<file path="src/rtl/engine_stream_arbiter.sv">
// Packet-granular round-robin arbiter: two 256-bit beat streams share one
// registered output stage. A grant lasts for a whole packet; every output
// beat carries its source id, and the final beat carries the packet length.

// Per-engine handshake slice: an engine is ready only while it holds the
// grant and the output register can take a beat this cycle.
module engine_port (
  input  logic grant,
  input  logic out_free,
  input  logic in_valid,
  output logic ready,
  output logic accept
);
  assign ready  = grant & out_free;
  assign accept = in_valid & ready;
endmodule

module engine_stream_arbiter #(
  parameter int DATA_WIDTH   = 255,
  parameter int LENGTH_WIDTH = 31
) (
  input  logic                  clk,
  input  logic                  reset,
  input  logic                  start,
  input  logic                  valid_1,
  input  logic                  last_1,
  input  logic [DATA_WIDTH:0]   DATA_IN1,
  output logic                  ready_1,
  input  logic                  valid_2,
  input  logic                  last_2,
  input  logic [DATA_WIDTH:0]   DATA_IN2,
  output logic                  ready_2,
  output logic [DATA_WIDTH:0]   DATA_OUT,
  output logic                  valid,
  output logic                  last,
  output logic                  src_id,
  output logic [LENGTH_WIDTH:0] pkt_len,
  input  logic                  ready,
  output logic                  busy,
  output logic                  len_err
);

  localparam int NUM_ENG = 2;

  typedef enum logic [1:0] {IDLE, GRANT1, GRANT2} state_t;

  state_t                         state, state_nxt;
  logic                           last_grant, last_grant_nxt; // 0 = engine 1, 1 = engine 2
  logic                           grant_entry;
  logic                           pick;

  logic [NUM_ENG-1:0]                 in_valid, in_last, grant, port_ready, port_accept;
  logic [NUM_ENG-1:0][DATA_WIDTH:0]   in_data;

  logic                           out_free;
  logic                           sel;
  logic                           accept;
  logic                           acc_last;
  logic [DATA_WIDTH:0]            acc_data;

  logic [LENGTH_WIDTH:0]          cnt, cnt_inc;
  logic                           cnt_full;

  // Gather the two engine streams into lane-indexed vectors.
  assign in_valid = {valid_2, valid_1};
  assign in_last  = {last_2, last_1};
  assign in_data  = {DATA_IN2, DATA_IN1};
  assign grant    = {state == GRANT2, state == GRANT1};

  // The output register can take a new beat when empty or being drained.
  assign out_free = !valid || ready;

  genvar g;
  generate
    for (g = 0; g < NUM_ENG; g++) begin : g_port
      engine_port u_port (
        .grant    (grant[g]),
        .out_free (out_free),
        .in_valid (in_valid[g]),
        .ready    (port_ready[g]),
        .accept   (port_accept[g])
      );
    end
  endgenerate

  assign ready_1  = port_ready[0];
  assign ready_2  = port_ready[1];

  // Only the granted lane can accept, so the grant selects the beat source.
  assign sel      = (state == GRANT2);
  assign accept   = |port_accept;
  assign acc_last = in_last[sel];
  assign acc_data = in_data[sel];

  // Beat count saturates at all-ones instead of wrapping.
  assign cnt_full = &cnt;
  assign cnt_inc  = cnt_full ? cnt : cnt + {{LENGTH_WIDTH{1'b0}}, 1'b1};

  assign busy     = (state != IDLE) || valid;

  // State and round-robin pointer registers.
  always_ff @(posedge clk or negedge reset) begin
    if (!reset) begin
      state      <= IDLE;
      last_grant <= 1'b1;
    end else begin
      state      <= state_nxt;
      last_grant <= last_grant_nxt;
    end
  end

  // Next-state: grant only from IDLE, release only on an accepted last beat.
  always_comb begin
    state_nxt      = state;
    last_grant_nxt = last_grant;
    grant_entry    = 1'b0;
    pick           = 1'b0;
    case (state)
      IDLE: begin
        if (start && |in_valid) begin
          // On a tie, the engine that did not go last wins.
          pick           = (&in_valid) ? !last_grant : in_valid[1];
          state_nxt      = pick ? GRANT2 : GRANT1;
          last_grant_nxt = pick;
          grant_entry    = 1'b1;
        end
      end
      GRANT1, GRANT2: begin
        if (accept && acc_last) state_nxt = IDLE;
      end
      default: state_nxt = IDLE;
    endcase
  end

  // Per-packet beat counter, restarted whenever a new grant is issued.
  always_ff @(posedge clk or negedge reset) begin
    if (!reset) begin
      cnt <= '0;
    end else if (grant_entry) begin
      cnt <= '0;
    end else if (accept) begin
      cnt <= cnt_inc;
    end
  end

  // Sticky overflow flag: a beat arrived while the counter was already full.
  always_ff @(posedge clk or negedge reset) begin
    if (!reset) begin
      len_err <= 1'b0;
    end else if (accept && cnt_full) begin
      len_err <= 1'b1;
    end
  end

  // Output register: load on accept, drop valid when drained with no refill.
  always_ff @(posedge clk or negedge reset) begin
    if (!reset) begin
      DATA_OUT <= '0;
      valid    <= 1'b0;
      last     <= 1'b0;
      src_id   <= 1'b0;
      pkt_len  <= '0;
    end else if (accept) begin
      DATA_OUT <= acc_data;
      valid    <= 1'b1;
      last     <= acc_last;
      src_id   <= sel;
      pkt_len  <= cnt_inc;
    end else if (valid && ready) begin
      valid    <= 1'b0;
    end
  end

endmodule
</file>
<file path="config.mk">
export PLATFORM = sky130hd
export DESIGN_NAME = engine_stream_arbiter
export DESIGN_NICKNAME = d
export VERILOG_FILES = /design/src/rtl/engine_stream_arbiter.sv
export SDC_FILE = /design/constraint.sdc
export NUM_CORES = 1
export LEC_CHECK = 0
export CORE_AREA = 2 2 320 322
export CTS_CLUSTER_DIAMETER = 200
export DETAILED_ROUTE_END_ITERATION = 7
export DIE_AREA = 0 0 322 324
export GPL_TIMING_DRIVEN = 0
export PLACE_DENSITY_LB_ADDON = 0.25
export SLEW_MARGIN = 20
export SYNTH_ARGS = -nofsm -noshare
export SYNTH_HDL_FRONTEND = slang
export SYNTH_SLANG_ARGS = --single-unit
</file>
<file path="constraint.sdc">
create_clock -name clk -period 2.8 [get_ports clk]
set_input_delay 0.56 -clock clk [delete_from_list [all_inputs] [get_ports clk]]
set_output_delay 0.56 -clock clk [all_outputs]
set_load 0.1 [all_outputs]
</file>
==> flow_summary.rst <==
.. list-table::
   :header-rows: 1

   * - Metric
     - Value
   * - CTS tree
     - done
   * - Count of non-filler cells in the finished layout
     - 3765
   * - Sinks on the clock net
     - 327
   * - Crit start category
     - flop
   * - Worst-path clk slew
     - 60 ps
   * - Count of input and output buffers
     - 814
   * - Via density
     - 3.98
   * - Weighted congestion at the end of routability-driven global placement
     - 0.828
   * - Overall track demand over capacity in global routing
     - 14.6%
   * - Net count after synthesis
     - 2081
   * - Maximum fanout along the worst path
     - 2
   * - Placed cell count
     - 3684
   * - Pint
     - 15.6 mW
   * - CP endpoint kind
     - output port
   * - Clock Power Share
     - 14.4%
   * - Final Hold Vio Count
     - 0
   * - Headroom to the max-slew limit
     - 23.7%
   * - RSZ-0062 raised after global routing
     - false
   * - CTS buffer count
     - 42
   * - Origin of the critical flop-to-flop path
     - cnt[1]$_DFFE_PN0P_
   * - Endpoint of the worst setup timing path
     - DATA_OUT[155]
   * - Via count of the first global-routing pass
     - 15400
   * - Post-layout minimum cycle time
     - 2730 ps
   * - Source of the critical timing path
     - DATA_OUT[155]$_DFFE_PN0P_
   * - Required @ worst endpoint
     - 2240 ps
   * - Total count of max-transition violations in the final report
     - 0
   * - Iter 0 DRT Violations
     - 644
   * - Total of endpoints with negative setup slack in the final report
     - 0
   * - Clock root buffer master
     - sky130_fd_sc_hd__clkbuf_16
   * - Cells after Synth
     - 1557
   * - Area fraction of the dominant cell type after synthesis
     - 52.5%
   * - Fraction of final layout cells sized beyond drive strength 1
     - 7.49%
   * - DRC Markers
     - 0
   * - # rows
     - 117
   * - Setup CP Type
     - flop to output port
   * - Final instance area
     - 27100 sq um
   * - Setup Skew
     - 29.6 ps
   * - Placed cell areas
     - 25400 sq um
   * - Power density over the cells
     - 1420 nW/um^2
   * - Cell with the biggest individual delay on the critical path
     - sky130_fd_sc_hd__clkdlybuf4s50_1
   * - Total Routed Length
     - 79.9 mm
   * - Count of synthesis-stage warnings from yosys
     - 0
   * - Remaining global-route overflow
     - 0
   * - Yosys top cell by area
     - sky130_fd_sc_hd__dfrtp_1
   * - Share of the clock period used by the worst path after layout
     - 97.5%
   * - Timing-limited maximum frequency
     - 366 MHz
   * - Depth of the most critical reg-to-reg path
     - 10
   * - Worst path arrival time
     - 2170 ps
   * - Number of I/O pins
     - 815
   * - Initial core utilization
     - 15.4%
   * - Number of distinct library cell variants in the gate-level netlist after synthesis
     - 54
   * - Deepest clock path buffer count
     - 3
   * - Worst hold margin
     - 453 ps
   * - Comb power frac
     - 65.6%
   * - Number of enable flip-flop cells after synthesis
     - 0
   * - CP Cell Sequence
     - clkdlybuf4s50_1
   * - Routed length per placed instance
     - 21.2 um
   * - Buffers plus inverters on the worst setup path
     - 1
   * - Status
     - finished, final reports clean
   * - Sequential fraction of the synthesis area
     - 52.7%
   * - Leakage
     - 10.8 nW
   * - Worst flop-to-flop path endpoint
     - cnt[8]$_DFFE_PN0P_
   * - Count of H-tree levels built during CTS
     - 2
   * - Placed wire-length estimate after detailed placement
     - 64.7 mm
   * - Critical Path Stages
     - 1
   * - First-pass GRT wire length
     - 111 mm
   * - Worst-case vdd ir drop
     - 0.608 mV
   * - #FFs+latches synth
     - 327
   * - Switching Share
     - 59.5%
   * - Async S/R FF share, synth
     - 100%
   * - Per-instance average area after synthesis
     - 9.97 sq um
   * - Cell family with the largest share of critical-path delay
     - buffers and inverters
   * - Detailed-routing iteration count for the pre-antenna-repair pass
     - 5
   * - Pin count of the biggest net entering global routing
     - 87
   * - Die Span Y
     - 324 um
   * - Fraction of power consumed by sequential logic
     - 20.0%
   * - Slew of the pin with the lowest slew margin
     - 1150 ps
   * - Path type of the worst min-delay path
     - input pin to async pin
   * - Post-detailed-route count of antenna-violating nets
     - 0
   * - Layout Area Growth over Synthesis
     - 74.3%
   * - Mapped Area
     - 15500 sq um
   * - Initial antenna violation count
     - 6
   * - DR vias
     - 15000
   * - Cell types with the largest area share after synthesis
     - sky130_fd_sc_hd__dfrtp_1 53%, sky130_fd_sc_hd__mux2i_1 17%, sky130_fd_sc_hd__o21ai_0 9.5%
   * - Worst skew pair latency
     - 580 ps
   * - Die Wd
     - 322 um
   * - Standard cell core area
     - 101000 sq um
   * - Switching power
     - 22.9 mW
   * - Die ar.
     - 104000 sq um
   * - Number of nets at the end of the flow
     - 2947
   * - Worst reg2reg setup slack
     - 160 ps
   * - Max capacitance violation total
     - 0
   * - Commonest register cell after synthesis
     - sky130_fd_sc_hd__dfrtp_1
   * - Delay of the slowest cell on the worst path
     - 1190 ps
[final cells by class]
type	instances	area [sq um]
Multi-Input combinational cell	1104	6930
Inverter	10	37.5
Timing Repair Buffer	824	8250
Antenna cell	1	2.50
Clock inverter	22	224
Sequential cell	327	8190
Buffer	114	628
Fill cell	10900	73900
Clock buffer	54	1180
Tap cell	1309	1640
[layer usage]
layer | up-vias | global-route usage [%] | wire [um]
met2 | 502 | 26.0 | 40700
met1 | 7188 | 17.9 | 32900
li1 | 7241 | - | -
met5 | - | 0 | 11
met3 | 62 | 3.15 | 5080
met4 | 2 | 3.19 | 1220
[worst min path at each step]
| stage | start | endpoint | slack, ps | cells after the start |
|---|---|---|---|---|
| after floorplan | reset | DATA_OUT[0]$_DFFE_PN0P_ | 260 | 0 |
| after global placement | len_err$_DFFE_PN0P_ | len_err$_DFFE_PN0P_ | 450 | 1 |
| after detailed placement | len_err$_DFFE_PN0P_ | len_err$_DFFE_PN0P_ | 450 | 1 |
| after CTS | reset | pkt_len[26]$_DFFE_PN0P_ | 410 | 2 |
| after global routing | reset | pkt_len[24]$_DFFE_PN0P_ | 440 | 2 |
| final | reset | pkt_len[26]$_DFFE_PN0P_ | 450 | 2 |
[what timing repair did]
item,in CTS,in global routing
setup endpoints to repair,349,219
hold buffers,1,0
resized for setup,113,38
pin swaps,2,0
hold endpoints to repair,30,0
buffers inserted,3,2
[through the flow]
stage | TNS, ps | utilization (%) | worst slack [ps] | total power [mW]
floorplan | -86.5 | - | -86.5 | 25.3
global placement | -5390420 | 25.1 | -14880 | 33.4
detailed placement | -512320 | 25.1 | -2210 | 33.3
CTS | 0 | 26.7 | 0.975 | 39.2
global route | 0 | 26.8 | 4.07 | 40.3
finish | 0 | 26.8 | 68.8 | 38.6
[logic make-up (layout without fill, tap and decap cells)]
group | after synthesis | in the layout | synth area share [%]
fa+ha+maj | 4 | 4 | 0.322
mux | 259 | 259 | 16.7
simple gates | 448 | 448 | 12.9
other cells | 0 | 1 | 0
buf+inv | 126 | 1024 | 3.34
xor+xnor | 16 | 16 | 0.902
compound gates | 377 | 377 | 13.1
flops | 327 | 327 | 52.7
[worst reg2reg max path: stages (launching register included)]
cell                      delay (ps)
sky130_fd_sc_hd__dfrtp_1         470
sky130_fd_sc_hd__ha_2            280
sky130_fd_sc_hd__nand4_1         110
sky130_fd_sc_hd__buf_4           190
sky130_fd_sc_hd__or4_1           450
sky130_fd_sc_hd__buf_2           190
sky130_fd_sc_hd__o31ai_4         310
sky130_fd_sc_hd__buf_4           200
sky130_fd_sc_hd__buf_6           140
sky130_fd_sc_hd__or3_1           100
sky130_fd_sc_hd__a21oi_1          60
[cell usage after synthesis, types with 5 or more instances]
cell type / number
sky130_fd_sc_hd__a21oi_1: 26
sky130_fd_sc_hd__nor4_1: 6
sky130_fd_sc_hd__xor2_1: 6
sky130_fd_sc_hd__nand4_1: 18
sky130_fd_sc_hd__or4_1: 13
sky130_fd_sc_hd__mux2i_1: 259
sky130_fd_sc_hd__buf_1: 5
sky130_fd_sc_hd__nand3_1: 28
sky130_fd_sc_hd__dfrtp_1: 326
sky130_fd_sc_hd__or3_1: 14
sky130_fd_sc_hd__nand2_1: 303
sky130_fd_sc_hd__nor2_1: 25
sky130_fd_sc_hd__o31ai_1: 11
sky130_fd_sc_hd__o21ai_0: 295
sky130_fd_sc_hd__a31oi_1: 17
sky130_fd_sc_hd__nand2b_1: 8
sky130_fd_sc_hd__inv_1: 10
sky130_fd_sc_hd__and3_1: 5
sky130_fd_sc_hd__clkbuf_1: 101
sky130_fd_sc_hd__nor3_1: 9
sky130_fd_sc_hd__xnor2_1: 10
[state kept, by name, indices dropped and copies added, names as in the netlist]
register / cells
len_err: 1
valid: 1
src_id: 1
cnt: 32
pkt_len: 32
last: 1
last_grant: 1
DATA_OUT: 256
state: 2
[placed cells by master, fill, tap and decap left out, drive strengths merged, types with 26 or more instances in the layout]
cell type / count
clkdlybuf4s50: 776
dfrtp: 326
nand2: 303
o21ai: 295
mux2i: 259
clkbuf: 150
buf: 38
nand3: 28
nor2: 26
a21oi: 26
[power by group through the flow]
| stage | logic [mW] | clock network, mW | registers, mW |
|---|---|---|---|
| after floorplan | 4.53 | 0 | 20.8 |
| after global placement | 25.6 | 0 | 7.77 |
| after detailed placement | 25.5 | 0 | 7.79 |
| after CTS | 25.7 | 5.75 | 7.74 |
| after global routing | 26.4 | 5.91 | 7.99 |
| final | 25.3 | 5.54 | 7.73 |
(Power assumes the default switching activity.)
